File: src/rtl/apb_spi_seq_arbiter_if.sv
// APB bus between the request sequencer (master) and apb_spi_master (slave).
interface apb_spi_seq_arbiter_if;
  logic [11:0] PADDR;
  logic [31:0] PWDATA;
  logic        PWRITE;
  logic        PSEL;
  logic        PENABLE;
  logic [31:0] PRDATA;
  logic        PREADY;
  logic        PSLVERR;

  modport master (
    output PADDR, PWDATA, PWRITE, PSEL, PENABLE,
    input  PRDATA, PREADY, PSLVERR
  );

  modport slave (
    input  PADDR, PWDATA, PWRITE, PSEL, PENABLE,
    output PRDATA, PREADY, PSLVERR
  );
endinterface

File: src/rtl/apb_spi_seq_arbiter.sv
// Round-robin arbiter turning single-word SPI requests into apb_spi_master register sequences.
// Optional CLKDIV programming before each transfer: `define SPI_SEQ_CLKDIV_EN.
module apb_spi_seq_arbiter #(
  parameter int unsigned N_REQ    = 2,
  parameter int unsigned POLL_MAX = 1024,
  parameter int unsigned POLL_GAP = 4
) (
  input  logic                 HCLK,
  input  logic                 HRESETn,
  input  logic [N_REQ-1:0]     req_valid,
  output logic [N_REQ-1:0]     req_ready,
  input  logic [N_REQ-1:0]     req_rd,
  input  logic [2*N_REQ-1:0]   req_cs,
  input  logic [6*N_REQ-1:0]   req_len,
  input  logic [32*N_REQ-1:0]  req_wdata,
  output logic [N_REQ-1:0]     rsp_valid,
  output logic [31:0]          rsp_rdata,
  output logic                 rsp_err,
`ifdef SPI_SEQ_CLKDIV_EN
  input  logic [7:0]           cfg_clkdiv,
`endif
  apb_spi_seq_arbiter_if.master apb
);

  localparam int unsigned IW  = (N_REQ > 1) ? $clog2(N_REQ) : 1;
  localparam int unsigned PCW = $clog2(POLL_MAX + 1);
  localparam int unsigned GCW = $clog2(POLL_GAP + 1);

  typedef enum logic [3:0] {
    S_IDLE, S_W_DIV, S_W_LEN, S_W_TX, S_W_CMD,
    S_POLL_WAIT, S_POLL_RD, S_R_RX, S_ABORT, S_RESP
  } state_t;

  typedef enum logic [1:0] {PH_SETUP, PH_ACCESS, PH_GAP} phase_t;

  state_t         state_q, state_d;
  phase_t         phase_q, phase_d;
  logic [IW-1:0]  rr_q, rr_d;
  logic [IW-1:0]  gnt_q, gnt_d;
  logic           rd_q, rd_d;
  logic [1:0]     cs_q, cs_d;
  logic [5:0]     len_q, len_d;
  logic [31:0]    wdata_q, wdata_d;
  logic [31:0]    rdata_q, rdata_d;
  logic           err_q, err_d;
  logic [PCW-1:0] poll_q, poll_d;
  logic [GCW-1:0] gap_q, gap_d;
`ifdef SPI_SEQ_CLKDIV_EN
  logic [7:0]     div_q, div_d;
  logic [7:0]     shadow_q, shadow_d;
  logic           div_fresh_q, div_fresh_d;
`endif

  logic           win_found;
  logic [IW-1:0]  win_idx;
  logic [IW-1:0]  cand_idx;
  int unsigned    cand;
  logic           sel_rd;
  logic [1:0]     sel_cs;
  logic [5:0]     sel_len;
  logic [31:0]    sel_wdata;
  logic           access_st;

  // First valid requester at or after rr_q, wrapping around.
  always_comb begin
    win_found = 1'b0;
    win_idx   = '0;
    cand      = 0;
    cand_idx  = '0;
    sel_rd    = 1'b0;
    sel_cs    = '0;
    sel_len   = '0;
    sel_wdata = '0;
    for (int unsigned k = 0; k < N_REQ; k++) begin
      cand = 32'(rr_q) + k;
      if (cand >= N_REQ) cand = cand - N_REQ;
      cand_idx = IW'(cand);
      if (!win_found && req_valid[cand_idx]) begin
        win_found = 1'b1;
        win_idx   = cand_idx;
        sel_rd    = req_rd[cand_idx];
        sel_cs    = req_cs[2*cand +: 2];
        sel_len   = req_len[6*cand +: 6];
        sel_wdata = req_wdata[32*cand +: 32];
      end
    end
  end

  always_comb begin
    req_ready = '0;
    if (state_q == S_IDLE && win_found) req_ready[win_idx] = 1'b1;
  end

  always_comb begin
    rsp_valid = '0;
    rsp_rdata = '0;
    rsp_err   = 1'b0;
    if (state_q == S_RESP) begin
      rsp_valid[gnt_q] = 1'b1;
      rsp_rdata        = rdata_q;
      rsp_err          = err_q;
    end
  end

  // APB outputs decode straight from registers so reset clears them without a clock.
  always_comb begin
    access_st   = 1'b1;
    apb.PADDR   = '0;
    apb.PWDATA  = '0;
    apb.PWRITE  = 1'b0;
    case (state_q)
`ifdef SPI_SEQ_CLKDIV_EN
      S_W_DIV:   begin apb.PADDR = 12'h004; apb.PWRITE = 1'b1; apb.PWDATA = {24'b0, div_q}; end
`endif
      S_W_LEN:   begin apb.PADDR = 12'h010; apb.PWRITE = 1'b1; apb.PWDATA = {10'b0, len_q, 16'b0}; end
      S_W_TX:    begin apb.PADDR = 12'h018; apb.PWRITE = 1'b1; apb.PWDATA = wdata_q; end
      S_W_CMD:   begin
        apb.PADDR  = 12'h000;
        apb.PWRITE = 1'b1;
        apb.PWDATA = {20'b0, 4'(4'b0001 << cs_q), 6'b0, ~rd_q, rd_q};
      end
      S_POLL_RD: apb.PADDR = 12'h000;
      S_R_RX:    apb.PADDR = 12'h020;
      S_ABORT:   begin apb.PADDR = 12'h000; apb.PWRITE = 1'b1; apb.PWDATA = 32'h10; end
      default:   access_st = 1'b0;
    endcase
    apb.PSEL    = access_st && (phase_q != PH_GAP);
    apb.PENABLE = access_st && (phase_q == PH_ACCESS);
  end

  always_comb begin
    state_d = state_q;
    phase_d = phase_q;
    rr_d    = rr_q;
    gnt_d   = gnt_q;
    rd_d    = rd_q;
    cs_d    = cs_q;
    len_d   = len_q;
    wdata_d = wdata_q;
    rdata_d = rdata_q;
    err_d   = err_q;
    poll_d  = poll_q;
    gap_d   = gap_q;
`ifdef SPI_SEQ_CLKDIV_EN
    div_d       = div_q;
    shadow_d    = shadow_q;
    div_fresh_d = div_fresh_q;
`endif
    case (state_q)
      S_IDLE: begin
        if (win_found) begin
          rr_d    = (32'(win_idx) == N_REQ - 1) ? '0 : win_idx + 1'b1;
          gnt_d   = win_idx;
          rd_d    = sel_rd;
          cs_d    = sel_cs;
          len_d   = sel_len;
          wdata_d = sel_wdata;
          rdata_d = '0;
          err_d   = 1'b0;
          phase_d = PH_SETUP;
          if (sel_len == 6'd0 || sel_len > 6'd32) begin
            err_d   = 1'b1;
            state_d = S_RESP;
          end else begin
`ifdef SPI_SEQ_CLKDIV_EN
            div_d   = cfg_clkdiv;
            state_d = (div_fresh_q || cfg_clkdiv != shadow_q) ? S_W_DIV : S_W_LEN;
`else
            state_d = S_W_LEN;
`endif
          end
        end
      end
      S_POLL_WAIT: begin
        if (32'(gap_q) + 32'd1 >= POLL_GAP) begin
          state_d = S_POLL_RD;
          phase_d = PH_SETUP;
        end else begin
          gap_d = gap_q + 1'b1;
        end
      end
      S_RESP: state_d = S_IDLE;
      default: begin
        case (phase_q)
          PH_SETUP: phase_d = PH_ACCESS;
          PH_ACCESS: begin
            if (apb.PREADY) begin
              // Completion always leaves one idle cycle with PSEL low before the next SETUP.
              phase_d = PH_GAP;
              if (apb.PSLVERR) begin
                err_d   = 1'b1;
                state_d = S_RESP;
              end else begin
                case (state_q)
                  S_W_DIV: begin
`ifdef SPI_SEQ_CLKDIV_EN
                    shadow_d    = div_q;
                    div_fresh_d = 1'b0;
`endif
                    state_d = S_W_LEN;
                  end
                  S_W_LEN: state_d = rd_q ? S_W_CMD : S_W_TX;
                  S_W_TX:  state_d = S_W_CMD;
                  S_W_CMD: begin
                    state_d = S_POLL_WAIT;
                    poll_d  = '0;
                    gap_d   = '0;
                  end
                  S_POLL_RD: begin
                    if (apb.PRDATA[0]) begin
                      state_d = rd_q ? S_R_RX : S_RESP;
                    end else if (32'(poll_q) + 32'd1 >= POLL_MAX) begin
                      state_d = S_ABORT;
                    end else begin
                      poll_d  = poll_q + 1'b1;
                      gap_d   = '0;
                      state_d = S_POLL_WAIT;
                    end
                  end
                  S_R_RX: begin
                    rdata_d = apb.PRDATA;
                    state_d = S_RESP;
                  end
                  S_ABORT: begin
                    err_d   = 1'b1;
                    state_d = S_RESP;
                  end
                  default: state_d = S_IDLE;
                endcase
              end
            end
          end
          default: phase_d = PH_SETUP;
        endcase
      end
    endcase
  end

  always_ff @(posedge HCLK or negedge HRESETn) begin
    if (!HRESETn) begin
      state_q <= S_IDLE;
      phase_q <= PH_SETUP;
      rr_q    <= '0;
      gnt_q   <= '0;
      rd_q    <= 1'b0;
      cs_q    <= '0;
      len_q   <= '0;
      wdata_q <= '0;
      rdata_q <= '0;
      err_q   <= 1'b0;
      poll_q  <= '0;
      gap_q   <= '0;
`ifdef SPI_SEQ_CLKDIV_EN
      div_q       <= '0;
      shadow_q    <= '0;
      div_fresh_q <= 1'b1;
`endif
    end else begin
      state_q <= state_d;
      phase_q <= phase_d;
      rr_q    <= rr_d;
      gnt_q   <= gnt_d;
      rd_q    <= rd_d;
      cs_q    <= cs_d;
      len_q   <= len_d;
      wdata_q <= wdata_d;
      rdata_q <= rdata_d;
      err_q   <= err_d;
      poll_q  <= poll_d;
      gap_q   <= gap_d;
`ifdef SPI_SEQ_CLKDIV_EN
      div_q       <= div_d;
      shadow_q    <= shadow_d;
      div_fresh_q <= div_fresh_d;
`endif
    end
  end

endmodule

File: src/flat_wrapper.sv
// flat-port wrapper written by rule: the top's interface ports become plain ports
module apb_spi_seq_arbiter_flat 
#(
  parameter int unsigned N_REQ    = 2,
  parameter int unsigned POLL_MAX = 1024,
  parameter int unsigned POLL_GAP = 4
)
  (HCLK, HRESETn, req_valid, req_ready, req_rd, req_cs, req_len, req_wdata, rsp_valid, rsp_rdata, rsp_err, apb_PADDR, apb_PWDATA, apb_PWRITE, apb_PSEL, apb_PENABLE, apb_PRDATA, apb_PREADY, apb_PSLVERR);
  apb_spi_seq_arbiter_if apb_i ();
  input  logic HCLK;
  input  logic HRESETn;
  input  logic [N_REQ-1:0] req_valid;
  output logic [N_REQ-1:0] req_ready;
  input  logic [N_REQ-1:0] req_rd;
  input  logic [2*N_REQ-1:0] req_cs;
  input  logic [6*N_REQ-1:0] req_len;
  input  logic [32*N_REQ-1:0] req_wdata;
  output logic [N_REQ-1:0] rsp_valid;
  output logic [31:0] rsp_rdata;
  output logic rsp_err;
  output wire logic [$bits(apb_i.PADDR)-1:0] apb_PADDR;
  output wire logic [$bits(apb_i.PWDATA)-1:0] apb_PWDATA;
  output wire logic [$bits(apb_i.PWRITE)-1:0] apb_PWRITE;
  output wire logic [$bits(apb_i.PSEL)-1:0] apb_PSEL;
  output wire logic [$bits(apb_i.PENABLE)-1:0] apb_PENABLE;
  input wire logic [$bits(apb_i.PRDATA)-1:0] apb_PRDATA;
  input wire logic [$bits(apb_i.PREADY)-1:0] apb_PREADY;
  input wire logic [$bits(apb_i.PSLVERR)-1:0] apb_PSLVERR;
  assign apb_PADDR = apb_i.PADDR;
  assign apb_PWDATA = apb_i.PWDATA;
  assign apb_PWRITE = apb_i.PWRITE;
  assign apb_PSEL = apb_i.PSEL;
  assign apb_PENABLE = apb_i.PENABLE;
  assign apb_i.PRDATA = apb_PRDATA;
  assign apb_i.PREADY = apb_PREADY;
  assign apb_i.PSLVERR = apb_PSLVERR;
  apb_spi_seq_arbiter #(.N_REQ(N_REQ), .POLL_MAX(POLL_MAX), .POLL_GAP(POLL_GAP)) u_core (.HCLK(HCLK), .HRESETn(HRESETn), .req_valid(req_valid), .req_ready(req_ready), .req_rd(req_rd), .req_cs(req_cs), .req_len(req_len), .req_wdata(req_wdata), .rsp_valid(rsp_valid), .rsp_rdata(rsp_rdata), .rsp_err(rsp_err), .apb(apb_i));
endmodule
File: config.mk
export PLATFORM = sky130hd
export DESIGN_NAME = apb_spi_seq_arbiter_flat
export DESIGN_NICKNAME = d
export VERILOG_FILES = /design/src/rtl/apb_spi_seq_arbiter_if.sv /design/src/rtl/apb_spi_seq_arbiter.sv /design/src/flat_wrapper.sv
export SDC_FILE = /design/constraint.sdc
export NUM_CORES = 1
export LEC_CHECK = 0
export CORE_MARGIN = 1
export CORE_UTILIZATION = 45
export DETAILED_ROUTE_END_ITERATION = 16
export GPL_TIMING_DRIVEN = 1
export PLACE_DENSITY = 0.87
export REMOVE_ABC_BUFFERS = 1
export SETUP_SLACK_MARGIN = 0.1
export SYNTH_ARGS = -nofsm -noshare
export SYNTH_HDL_FRONTEND = slang
export SYNTH_SLANG_ARGS = --single-unit
File: constraint.sdc
create_clock -name HCLK -period 2.55 [get_ports HCLK]
set_input_delay 0.3825 -clock HCLK [delete_from_list [all_inputs] [get_ports HCLK]]
set_output_delay 0.3825 -clock HCLK [all_outputs]
set_load 0.1 [all_outputs]
== Word-level counts from Yosys, hierarchy flattened ==
Index checks and enable logic that the tools add are counted.
Storage, ports and cells
  logic and storage cells: 177
  output and inout port bits: 84
  register bits: 96
Cells by class
  bitwise operators: 6
  equal/unequal tests: 21
  shifts and indexed selects: 7
  reduce and logical (&&, ||, !) cells: 34
  order comparisons: 11
  mux-type cells: 76
  multipliers: 2
  add/sub/neg operators: 8
Operators with widths (count)
  2-to-1 mux 32 bit: 10
  one-hot mux 32 bit (4 select lines): 1
  indexed part select 64 x 33 -> 32 bit: 2
  indexed part select 12 x 33 -> 6 bit: 2
  indexed part select 4 x 33 -> 2 bit: 2
  multiplier 2 x 32 -> 31 bit (first input constant): 2
  one-hot mux 32 bit (2 select lines): 1
  2-to-1 mux 4 bit: 9
  greater-or-equal comparator 32 x 11 -> 1 bit (second input constant): 1
  greater-or-equal comparator 32 x 2 -> 1 bit (second input constant): 1
  greater-or-equal comparator 32 x 3 -> 1 bit (second input constant): 1
  subtractor 32 x 2 -> 32 bit (second input constant): 1
  2-to-1 mux 1 bit: 26
  one-hot mux 4 bit (6 select lines): 1
  2-to-1 mux 11 bit: 2
  one-hot mux 11 bit (2 select lines): 1
  2-to-1 mux 3 bit: 7
  one-hot mux 6 bit (3 select lines): 1
  == test 4 x 3 -> 1 bit (second input constant): 4
  2-to-1 mux 2 bit: 7
  adder 11 x 1 -> 12 bit (second input constant): 1
  2-to-1 mux 6 bit: 2
  one-hot mux 3 bit (2 select lines): 2
  one-hot mux 4 bit (3 select lines): 1
  other kinds (43): 77

== Longest topological paths before layout ==
  depth in word-level cells: 13
  depth in mapped cells: 8
  gate-level depth less buffers: 6

== Worst setup path after synthesis ==
OpenSTA, ideal clock, no wires.
  kind: flip-flop to output port
  start: register u_core.state_q[1]
  end: output port apb_PWRITE
  cell stages (with the launch flop): 6
  slack: -1481 ps
  required time: 2168 ps
  data arrival time: 3648 ps
  cell sequence: dfrtp_1 buf_4 buf_2 inv_1 nor3_1 a21o_1
On the way
  longest elaborated chain between the ends: 3
  elaborated cells between the ends (all ways): 6
  classes of those cells: 4 x eq/ne; 1 x mux; 1 x reduce/logical
RTL lines
  from (decl): RTL line apb_spi_seq_arbiter.sv:36  | state_t state_q, state_d;
  from (signal assigned): RTL line apb_spi_seq_arbiter.sv:259  | state_q <= state_d;
  == test 4 x 2 -> 1 bit (tied with other cells): RTL line apb_spi_seq_arbiter.sv:111  | case (state_q)
  OR reduction 4 bit (no line) (*)
  2-to-1 mux 1 bit (*): RTL line apb_spi_seq_arbiter.sv:111
  to (decl): RTL line flat_wrapper.sv:23  | output wire logic [$bits(apb_i.PWRITE)-1:0] apb_PWRITE;
Every way passes the cells marked *; elsewhere a longest branch is shown, timed or not.

== Worst setup path after layout ==
  start: register u_core.state_q[0]
  end: output port req_ready[0]
On the way
  longest elaborated chain between the ends: 3
RTL lines
  logical NOT 4 bit: RTL line apb_spi_seq_arbiter.sv:91  | if (state_q == S_IDLE && win_found) req_ready[win_idx] = 1'b1;
  logical AND 1 bit: RTL line apb_spi_seq_arbiter.sv:91
  2-to-1 mux 2 bit: RTL line apb_spi_seq_arbiter.sv:91
  to (decl): RTL line flat_wrapper.sv:13  | output logic [N_REQ-1:0] req_ready;
No other way between the ends.

==> run metrics <==
share of the synthesized area in the top cell type ~43%; Final TNS setup 0 ps; placed instance area roughly 8400 um^2; DRT iter0 DRCs approximately 400; placed insts roughly 940; Post-Syn Area per Cell between 8 and 9 um^2; Boundary Pins 204; CTS tree built; final hold violation count 0; Syn Inst Count between 600 and 700; minimum clock period approximately 2400 ps; final setup vio count 0; die area ~13000 um^2; CTS Hold Bufs 0; Die Y between 100 and 150 um; Crit path depth 5; Die X-Extent 113 um; fraction of layout cells with a size suffix above 1 around a fifth; remaining antenna violation count 0; Root Driver clkbuf_16; Layout area overhead 59.7%; crit start category flip-flop; pre-CTS setup slack roughly 200 ps; Total Wirelength between 15000 and 20000 um; Finished Cell Area between 8000 and 9000 um^2; Yosys Warn Count 0; Vias ~5600; PwrDens 1180 nW/um^2; DRC violations left 0; post-synthesis cell area 5530 um^2; Sw Share ~48%; H-tree depth 3; Antenna diodes 0; clk_lat worst skew approximately 340 ps; GPL Wtd Cong about 0.9; Pins Over Slew Limit 0; Netlist cell types 64; worst vdd ir roughly 0.51 mV; top flip-flop cell by instance count after synthesis dfrtp_1; Pleak 3.98 nW; Yosys top cell by area dfrtp_1; Pint 0.00535 W; max_cap viols 0; Reg clk slew, reported paths ~70 ps; CP Buf/Inv Count 2; Avg Vias per Cell just under 6; clk sinks 96; path depth of the worst reg2reg path 7; final HPWL from detailed placement 13400 um; FILL cells 780; core area about 12000 um^2; Yosys reg bits 96; asr flop ratio synth 100%; Post-synth EDFFs 0; pin count of the biggest net entering global routing 54; Overall Power 0.0104 W; worst-path fanout max 12; HP Class input port to asynchronous set/reset pin; drt pass-1 iters 5; status finished clean; Switch Pwr just over 0.005 W; Clock Path Buffers 2; combinational share of power about 60%; initial antenna violation count 0; # port buffers between 150 and 200; Post-synth top cells dfrtp_1, nand2_1, o21ai_0, inv_1, a22oi_1; Setup Skew 9.91 ps; nets roughly 930; highest clock rate 418 MHz; worst-margin pin slew ~570 ps; post-DR wirelength/cell approximately 19 um; Final period util between 90% and 100%; max incr delay on CP 490 ps; Slowest cell on crit path dfrtp_2; Largest delay share family, worst path simple AND/OR/NAND/NOR gates; Seq pwr share between 20% and 30%; Initial Util a little under half; Tot GR Track Use slightly below 30%; CTS Buf Count 9; CP Capture Type output pin; largest cells by area after synthesis dfrtp_1, nand2_1, mux2i_1, a22oi_1, o21ai_0; total gr overflow 0; crit path cell chain buf_4 -> nor4_4 -> o21ai_4 -> nor2_1 -> buf_12; RSZ-0062 raised after global routing yes; Clock power frac between 10% and 20%; sequential area share after synthesis 43.5%; fin worst setup slack between 150 and 200 ps; slew margin rel. ~62%; cell row count 40; CP Data Arrival Time 2010 ps; vias in the first global route about 5800; top-count cell post-synth dfrtp_1; final std cells w/o fill between 900 and 1000; critical path class flip-flop to output pin; first-pass GRT wire length slightly below 30000 um; Critical Path RT 2170 ps
## power groups by stage
stage	combinational (W)	clock (W)	sequential [W]
after floorplan	0.00381	0	0.00246
after global placement	0.00600	0	0.00251
after detailed placement	0.00614	0	0.00256
after CTS	0.00621	0.00157	0.00253
after global routing	0.00663	0.00162	0.00261
final	0.00629	0.00155	0.00255
## timing repair
action | CTS | global route
resized for setup | 9 | 7
setup endpoints to repair | 36 | 26
setup buffers | 2 | 4
## layer usage
layer | vias up | track usage, % | wire [um]
met4 | 0 | 13.3 | 482
met2 | 278 | 53.3 | 9570
met3 | 42 | 6.70 | 1340
met1 | 2689 | 31.8 | 6550
li1 | 2545 | - | -
met5 | - | 0 | 0
## cells by family (layout without fill, tap and decap cells)
kind of cell    Yosys count  after routing  synth area share [%]
simple gates            226            226                  21.1
compound gates          163            163                  19.9
flops                    96             96                  43.5
buf+inv                  96            282                  8.13
mux                      36             36                  6.57
fa+ha+maj                 3              3                 0.634
other cells               1              9                0.0679
xor+xnor                  1              1                 0.159
## area by class of cell
cell class                 instances  area [um^2]  area share [%]
clock buffer                       9          225            2.55
tap                              147          184            2.08
inverter                          39          146            1.66
sequential                        96         2410            27.3
clock inverter                     6          115            1.30
timing repair buffer             228         2970            33.7
multi-input combinational        438         2780            31.4
## path summary, 6_finish.rpt
path                                          from                  to  slack, ps
worst min register to register  u_core.wdata_q[22]  u_core.wdata_q[22]        490
worst max register to register    u_core.poll_q[0]    u_core.poll_q[4]        300
min in group HCLK               u_core.wdata_q[22]  u_core.wdata_q[22]        490
worst min-delay path                       HRESETn   u_core.wdata_q[6]         20
max in group asynchronous                  HRESETn   u_core.state_q[3]       1810
worst max-delay path             u_core.state_q[0]        req_ready[0]        160
## through the flow
step | hold slack (ps) | utilization, %
floorplan | 86.9 | -
global route | 64.0 | 73.5
detailed placement | 405 | 69.9
global placement | 403 | 69.9
CTS | 39.1 | 73.0
finish | 23.4 | 73.5
## cell usage in the layout, fill, tap and decap left out, types with 3 or more instances in the layout
| cell | netlist | routed |
|---|---|---|
| or3_1 | 6 | 6 |
| clkdlybuf4s50_1 | 0 | 118 |
| a22o_1 | 10 | 10 |
| nand2b_1 | 5 | 5 |
| buf_4 | 11 | 32 |
| dfrtp_1 | 96 | 93 |
| nand4_1 | 4 | 4 |
| a32oi_1 | 5 | 5 |
| nand3b_1 | 3 | 3 |
| conb_1 | 1 | 9 |
| mux2i_1 | 34 | 34 |
| clkbuf_16 | 0 | 9 |
| nand2_1 | 91 | 91 |
| nor2b_2 | 0 | 3 |
| inv_1 | 39 | 39 |
| bufinv_16 | 0 | 3 |
| or2_2 | 3 | 3 |
| and2_1 | 27 | 27 |
| a31oi_1 | 5 | 5 |
| or4_1 | 3 | 3 |
| dfrtp_2 | 0 | 3 |
| nor3_1 | 6 | 4 |
| nor2_1 | 23 | 21 |
| buf_12 | 0 | 77 |
| a21oi_1 | 20 | 20 |
| a21o_1 | 5 | 5 |
| o21ai_0 | 53 | 51 |
| nand3_1 | 4 | 4 |
| a22oi_1 | 38 | 38 |
| and3_1 | 35 | 34 |
## flip-flops by register name, indices dropped and copies added (netlist names)
register        flops
u_core.cs_q         2
u_core.len_q        6
u_core.phase_q      2
u_core.gap_q        3
u_core.rdata_q     32
u_core.rd_q         1
u_core.gnt_q        1
u_core.rr_q         1
u_core.err_q        1
u_core.state_q      4
u_core.poll_q      11
u_core.wdata_q     32
Power figures use the tool's default switching activity.
